### config.mk
export PLATFORM = sky130hd
export DESIGN_NAME = prog_mem_loader
export DESIGN_NICKNAME = d
export VERILOG_FILES = /design/src/rtl/prog_mem_loader_pkg.sv /design/src/rtl/prog_mem_loader_word_packer.sv /design/src/rtl/prog_mem_loader.sv
export SDC_FILE = /design/constraint.sdc
export NUM_CORES = 1
export LEC_CHECK = 0
export ABC_AREA = 1
export CORE_MARGIN = 5
export CORE_UTILIZATION = 25
export CTS_BUF_LIST = sky130_fd_sc_hd__clkbuf_4 sky130_fd_sc_hd__clkbuf_8 sky130_fd_sc_hd__clkbuf_16
export DETAILED_ROUTE_END_ITERATION = 16
export GPL_ROUTABILITY_DRIVEN = 0
export SLEW_MARGIN = 10
export SYNTH_ARGS = -nofsm -noshare
export SYNTH_HDL_FRONTEND = slang
export SYNTH_SLANG_ARGS = --single-unit
### constraint.sdc
create_clock -name clk -period 1.55 [get_ports clk]
set_input_delay 0.31 -clock clk [delete_from_list [all_inputs] [get_ports clk]]
set_output_delay 0.31 -clock clk [all_outputs]
set_load 0.1 [all_outputs]
### src/rtl/prog_mem_loader_pkg.sv
// Shared definitions for the program-memory loader.
// Holds the loader state encoding, the frame sync byte and the program
// memory geometry shared with the program memory itself.
package prog_mem_loader_pkg;

  localparam int         PM_WORD_AW    = 11;
  localparam int         PM_MEM_DEPTH  = 2048;
  localparam int         PM_DATA_WIDTH = 32;
  localparam logic [7:0] PM_MAGIC      = 8'hA5;

  typedef enum logic [2:0] {
    ST_IDLE,
    ST_SYNC,
    ST_LEN_HI,
    ST_LEN_LO,
    ST_DATA,
    ST_CHECK,
    ST_DONE,
    ST_ERROR
  } loader_state_t;

endpackage

### src/rtl/prog_mem_loader_word_packer.sv
// Packs accepted bytes into 32-bit big-endian words.
// Ports:
//   clk, rst_n  : clock, async active-low reset
//   clear       : restart packing at byte 0 (new frame)
//   accept      : byte_in is taken this cycle
//   byte_in     : payload byte
//   word        : packed word (valid while word_valid is high)
//   word_valid  : one-cycle strobe, the cycle after the 4th byte is taken
module prog_word_packer (
  input  logic        clk,
  input  logic        rst_n,
  input  logic        clear,
  input  logic        accept,
  input  logic [7:0]  byte_in,
  output logic [31:0] word,
  output logic        word_valid
);

  logic [1:0]  byte_cnt;
  logic [31:0] shift_q;

  // Shifting left puts the first byte of a group in [31:24].
  always_ff @(posedge clk or negedge rst_n) begin
    if (!rst_n) begin
      byte_cnt   <= 2'd0;
      shift_q    <= '0;
      word_valid <= 1'b0;
    end else begin
      word_valid <= 1'b0;
      if (clear) begin
        byte_cnt <= 2'd0;
        shift_q  <= '0;
      end else if (accept) begin
        shift_q    <= {shift_q[23:0], byte_in};
        byte_cnt   <= byte_cnt + 2'd1;
        word_valid <= (byte_cnt == 2'd3);
      end
    end
  end

  assign word = shift_q;

endmodule

### src/rtl/prog_mem_loader.sv
// Boot-time program loader: receives a framed byte stream, writes it into
// program memory word by word and releases the core only after the
// checksum matches.
// Ports:
//   clk, rst_n      : clock, async active-low reset
//   start           : pulse, arms the loader when not busy
//   in_valid/in_data/in_ready : byte stream handshake
//   mem_we/mem_addr/mem_wdata : program memory write port
//   cpu_rst_n       : core reset, low holds the core
//   busy/done/error : loader status
//   words_written   : words written in the current frame
//
// state    | meaning
// IDLE     | after reset, waiting for start
// SYNC     | discarding bytes until MAGIC
// LEN_HI   | taking word count high byte
// LEN_LO   | taking word count low byte, length check
// DATA     | taking payload, one memory write per 4 bytes
// CHECK    | taking and comparing the checksum byte
// DONE     | image good, core released
// ERROR    | oversize length or bad checksum, core held
module prog_mem_loader
  import prog_mem_loader_pkg::*;
#(
  parameter int         WORD_AW    = PM_WORD_AW,
  parameter int         MEM_DEPTH  = PM_MEM_DEPTH,
  parameter int         DATA_WIDTH = PM_DATA_WIDTH,
  parameter logic [7:0] MAGIC      = PM_MAGIC
) (
  input  logic                  clk,
  input  logic                  rst_n,
  input  logic                  start,
  input  logic                  in_valid,
  input  logic [7:0]            in_data,
  output logic                  in_ready,
  output logic                  mem_we,
  output logic [WORD_AW-1:0]    mem_addr,
  output logic [DATA_WIDTH-1:0] mem_wdata,
  output logic                  cpu_rst_n,
  output logic                  busy,
  output logic                  done,
  output logic                  error,
  output logic [WORD_AW:0]      words_written
);

  localparam logic [16:0] DEPTH_L = 17'(MEM_DEPTH);

  loader_state_t state_q, state_d;

  logic [15:0]      len_q;
  logic [15:0]      len_rx;
  logic [7:0]       chk_q;
  logic [1:0]       byte_cnt_q;
  logic [WORD_AW:0] ww_next;
  logic             arm;
  logic             take;

  assign arm     = start && !busy;
  assign take    = in_valid && in_ready;
  assign len_rx  = {len_q[15:8], in_data};
  assign ww_next = words_written + 1'b1;

  always_comb begin
    state_d  = state_q;
    in_ready = 1'b0;
    busy     = 1'b0;
    case (state_q)
      ST_IDLE, ST_DONE, ST_ERROR: begin
        if (start) state_d = ST_SYNC;
      end
      ST_SYNC: begin
        in_ready = 1'b1;
        busy     = 1'b1;
        if (in_valid && in_data == MAGIC) state_d = ST_LEN_HI;
      end
      ST_LEN_HI: begin
        in_ready = 1'b1;
        busy     = 1'b1;
        if (in_valid) state_d = ST_LEN_LO;
      end
      ST_LEN_LO: begin
        in_ready = 1'b1;
        busy     = 1'b1;
        if (in_valid) begin
          if ({1'b0, len_rx} > DEPTH_L) state_d = ST_ERROR;
          else if (len_rx == 16'd0)     state_d = ST_CHECK;
          else                          state_d = ST_DATA;
        end
      end
      ST_DATA: begin
        in_ready = 1'b1;
        busy     = 1'b1;
        if (in_valid && byte_cnt_q == 2'd3 && 16'(ww_next) == len_q)
          state_d = ST_CHECK;
      end
      ST_CHECK: begin
        in_ready = 1'b1;
        busy     = 1'b1;
        if (in_valid) state_d = (in_data == chk_q) ? ST_DONE : ST_ERROR;
      end
      default: state_d = ST_IDLE;
    endcase
  end

  // Status flags are registered from the next state so cpu_rst_n is a
  // clean flop output rather than a decode of the state vector.
  always_ff @(posedge clk or negedge rst_n) begin
    if (!rst_n) begin
      state_q       <= ST_IDLE;
      len_q         <= '0;
      chk_q         <= '0;
      byte_cnt_q    <= '0;
      words_written <= '0;
      mem_addr      <= '0;
      done          <= 1'b0;
      error         <= 1'b0;
      cpu_rst_n     <= 1'b0;
    end else begin
      state_q   <= state_d;
      done      <= (state_d == ST_DONE);
      error     <= (state_d == ST_ERROR);
      cpu_rst_n <= (state_d == ST_DONE);
      if (arm) begin
        len_q         <= '0;
        chk_q         <= '0;
        byte_cnt_q    <= '0;
        words_written <= '0;
        mem_addr      <= '0;
      end else if (take) begin
        case (state_q)
          ST_LEN_HI: begin
            len_q[15:8] <= in_data;
            chk_q       <= chk_q + in_data;
          end
          ST_LEN_LO: begin
            len_q[7:0] <= in_data;
            chk_q      <= chk_q + in_data;
          end
          ST_DATA: begin
            chk_q      <= chk_q + in_data;
            byte_cnt_q <= byte_cnt_q + 2'd1;
            // Address and count land together with the packer's strobe.
            if (byte_cnt_q == 2'd3) begin
              mem_addr      <= words_written[WORD_AW-1:0];
              words_written <= ww_next;
            end
          end
          default: ;
        endcase
      end
    end
  end

  prog_word_packer u_packer (
    .clk        (clk),
    .rst_n      (rst_n),
    .clear      (arm),
    .accept     (take && state_q == ST_DATA),
    .byte_in    (in_data),
    .word       (mem_wdata),
    .word_valid (mem_we)
  );

endmodule

==> results.md <==
* Status: finished, violations left
* Failing checks: setup timing
* Worst Setup EP: in_ready
* Starting Density at 25.4%
* Clk Latency, worst-skew pair at 0.35 ns
* CTS Sinks at 89
* Clock Skews at 0.00756 ns
* Top-area cell type share of the netlist area at 49.0%
* Fin worst setup slack at -0.398 ns
* Placed instance area at 7010 sq um
* First-pass GRT wire length at 21.0 mm
* WHS at 0.390 ns
* Clock Tree Root: clkbuf_16
* Crit path capture type: output pin
* P&R area growth vs syn at 65.5%
* WL final at 12.7 mm
* Pwr Density at 1300 nW/um^2
* Ys Warns at 0
* Async SR Flop Fraction at 100%
* CTS tree: built
* Share of cells above drive strength 1 at 35.3%
* Gr usage total at 12.6%
* Final Max Tran Viols at 0
* Crit path launch: state_q[1]
* Worst hold-check path type: primary input to flip-flop
* Max-cap viol count at 0
* Via count at 4163
* Number of flops mapped to enable cells by yosys at 0
* Final min period at 1.95 ns
* Worst-path maximum fanout at 5
* Vias per cell at 4.42
* H-tree depth at 3
* Cells on worst reg2reg path at 12
* Total DRC errors in the routed layout at 0
* CTS clock-pin slew for the worst setup and hold paths at 0.07 ns
* Reg-to-reg setup timing slack at -0.30 ns
* Core ar. at 17900 sq um
* Clk buf depth at 2
* WS Path Type: flip-flop to output pin
* Global route overflow at 0
* Crit share post-route at 126%
* Max-slew headroom at 77.4%
* Seq/Total Area, Yosys at 49.0%
* Placed Cells at 916
* Fin area at 7510 sq um
* Final Setup Violations at 86
* Worst r2r src: words_written[0]
* Synth area leaders: dfrtp_1 49%, nand2_1 8.6%, inv_1 7.0%
* Avg Inst Size Synth at 8.55 sq um
* Inserted Clock Buffers at 9
* Drt initial violations at 173
* Fmax at 513 MHz
* Routed len/inst at 13.4 um
* Hpwl dp at 9.64 mm
* Antenna Nets Post-Route at 0
* Cell taking the most area after synthesis: dfrtp_1
* Library cells used by synthesis at 35
* Port buffer count at 72
* Final Hold Violating Endpoints at 0
* Final Non-Filler Cells at 942
* Worst Path Arrival at 1.64 ns
* Post-layout util at 42.0%
* Row cnt at 49
* Setup TNS at -9.81 ns
* Worst Path Required at 1.24 ns
* Syn_nets at 556
* Die footprint at 21000 sq um
* Top_reg_cell synth: dfrtp_1
* Max IR drop VDD at 0.00122 V
* Pleak at 3.72 nW
* Post-Syn Instances at 531
* Die Wd at 145 um
* FF+latch count, synth at 89
* Worst setup SP type: flip-flop
* Post-synthesis cell area at 4540 sq um
* Worst-Margin Slew at 0.336 ns
* Reg-to-Reg End: error
* Initial antenna violation count at 1
* Largest net degree at the start of global routing at 37
* Vias in the first global route at 4176
* Iteration count of the initial detailed-routing pass at 4
* RSZ-0062 raised after global routing: true
* Chip height at 145 um
* # nets final at 732
* Ports at 73
-- power breakdown --
part	switching [mW]	internal (mW)	total, mW
combinational	2.55	2.10	4.65
sequential	0.310	2.72	3.03
clock	1.00	1.12	2.12
-- cells by family (layout without fill, tap and decap cells) --
| logic type | Yosys count | after routing | share of synthesized area, % |
|---|---|---|---|
| other cells | 0 | 1 | 0 |
| flops | 89 | 89 | 49.0 |
| buf+inv | 111 | 291 | 10.2 |
| simple gates | 203 | 203 | 20.5 |
| compound gates | 107 | 108 | 14.9 |
| xor+xnor | 8 | 8 | 1.54 |
| fa+ha+maj | 13 | 13 | 3.75 |
-- routing by layer --
layer / global-route usage (%) / vias up / part of all wire (%)
met1: 16.5 / 1938 / 45
met4: 3.88 / 0 / 1.6
met5: 0 / - / 0
met2: 21.0 / 78 / 49
li1: - / 2132 / -
met3: 2.73 / 15 / 4.2
-- stage by stage --
step | power, mW | setup WS [ns]
after floorplan | 5.63 | -0.489
after global placement | 7.39 | -0.608
after detailed placement | 7.45 | -0.626
final | 9.80 | -0.398
after global routing | 10.5 | -0.515
after CTS | 9.80 | -0.416
-- worst max-delay path, cell delays in order (launching register included) --
cell        delay (ns)
dfrtp_2           0.46
ha_4              0.18
nor3_4            0.21
clkinvlp_4        0.15
buf_6             0.14
buf_12            0.16
-- repair_timing --
item,CTS,global route
setup buffers,4,4
setup endpoints to repair,89,92
gates resized for setup,16,23
cloned,1,0
endpoints found under the hold margin,16,0
hold buffers,1,0
pin swaps,5,4
-- area by class of cell --
| type | count | area (sq um) |
|---|---|---|
| well taps | 229 | 287 |
| inverters | 87 | 330 |
| repair buffers | 188 | 2330 |
| clock inverters | 7 | 60.1 |
| diodes | 1 | 2.50 |
| clock buffers | 9 | 225 |
| multi-input cells | 332 | 2020 |
| flip-flops and latches | 89 | 2260 |
| fillers | 1723 | 10400 |
-- flip-flops by register name (all words and copies together) (netlist names) --
signal	flops
len_q	16
mem_addr	11
u_packer.byte_cnt	2
u_packer.word	32
words_written	12
u_packer.word_valid	1
state_q	3
byte_cnt_q	2
chk_q	8
done	1
error	1
-- cells in the final DEF, fill, tap and decap left out, drive strengths merged, types with 9 or more instances in the layout --
cell type / count
buf: 177
nand2: 110
inv: 90
dfrtp: 89
o21ai: 47
nand3: 46
nor2: 29
a32oi: 26
o22ai: 17
a21oi: 12
ha: 12
clkbuf: 9
nand4: 9
-- worst min-delay path by stage --
stage / depth (start not counted) / to / startpoint
2_1_floorplan: 0 / byte_cnt_q[0] / rst_n
3_3_place_gp: 1 / u_packer.word[31] / rst_n
3_5_place_dp: 1 / u_packer.word[31] / rst_n
4_1_cts: 2 / u_packer.word[12] / rst_n
5_1_grt: 2 / u_packer.word[12] / rst_n
6_report: 4 / len_q[10] / in_data[2]
-- cell usage after synthesis, types with 2 or more instances --
master and number:
nand2_1 104, dfrtp_1 89, inv_1 85, o21ai_0 46, nand3_1 45, a32oi_1 26, nor2_1 25, o22ai_1 17
ha_1 12, a21oi_1 11, clkbuf_1 9, buf_2 8, nand4_1 8, buf_4 4, nand2_2 4, nand3b_1 4
xnor2_1 4, xor2_1 4, buf_6 3, nor2_4 3, nor3_1 3, inv_2 2, nand2_4 2, o211ai_1 2
(Power assumes the default switching activity.)
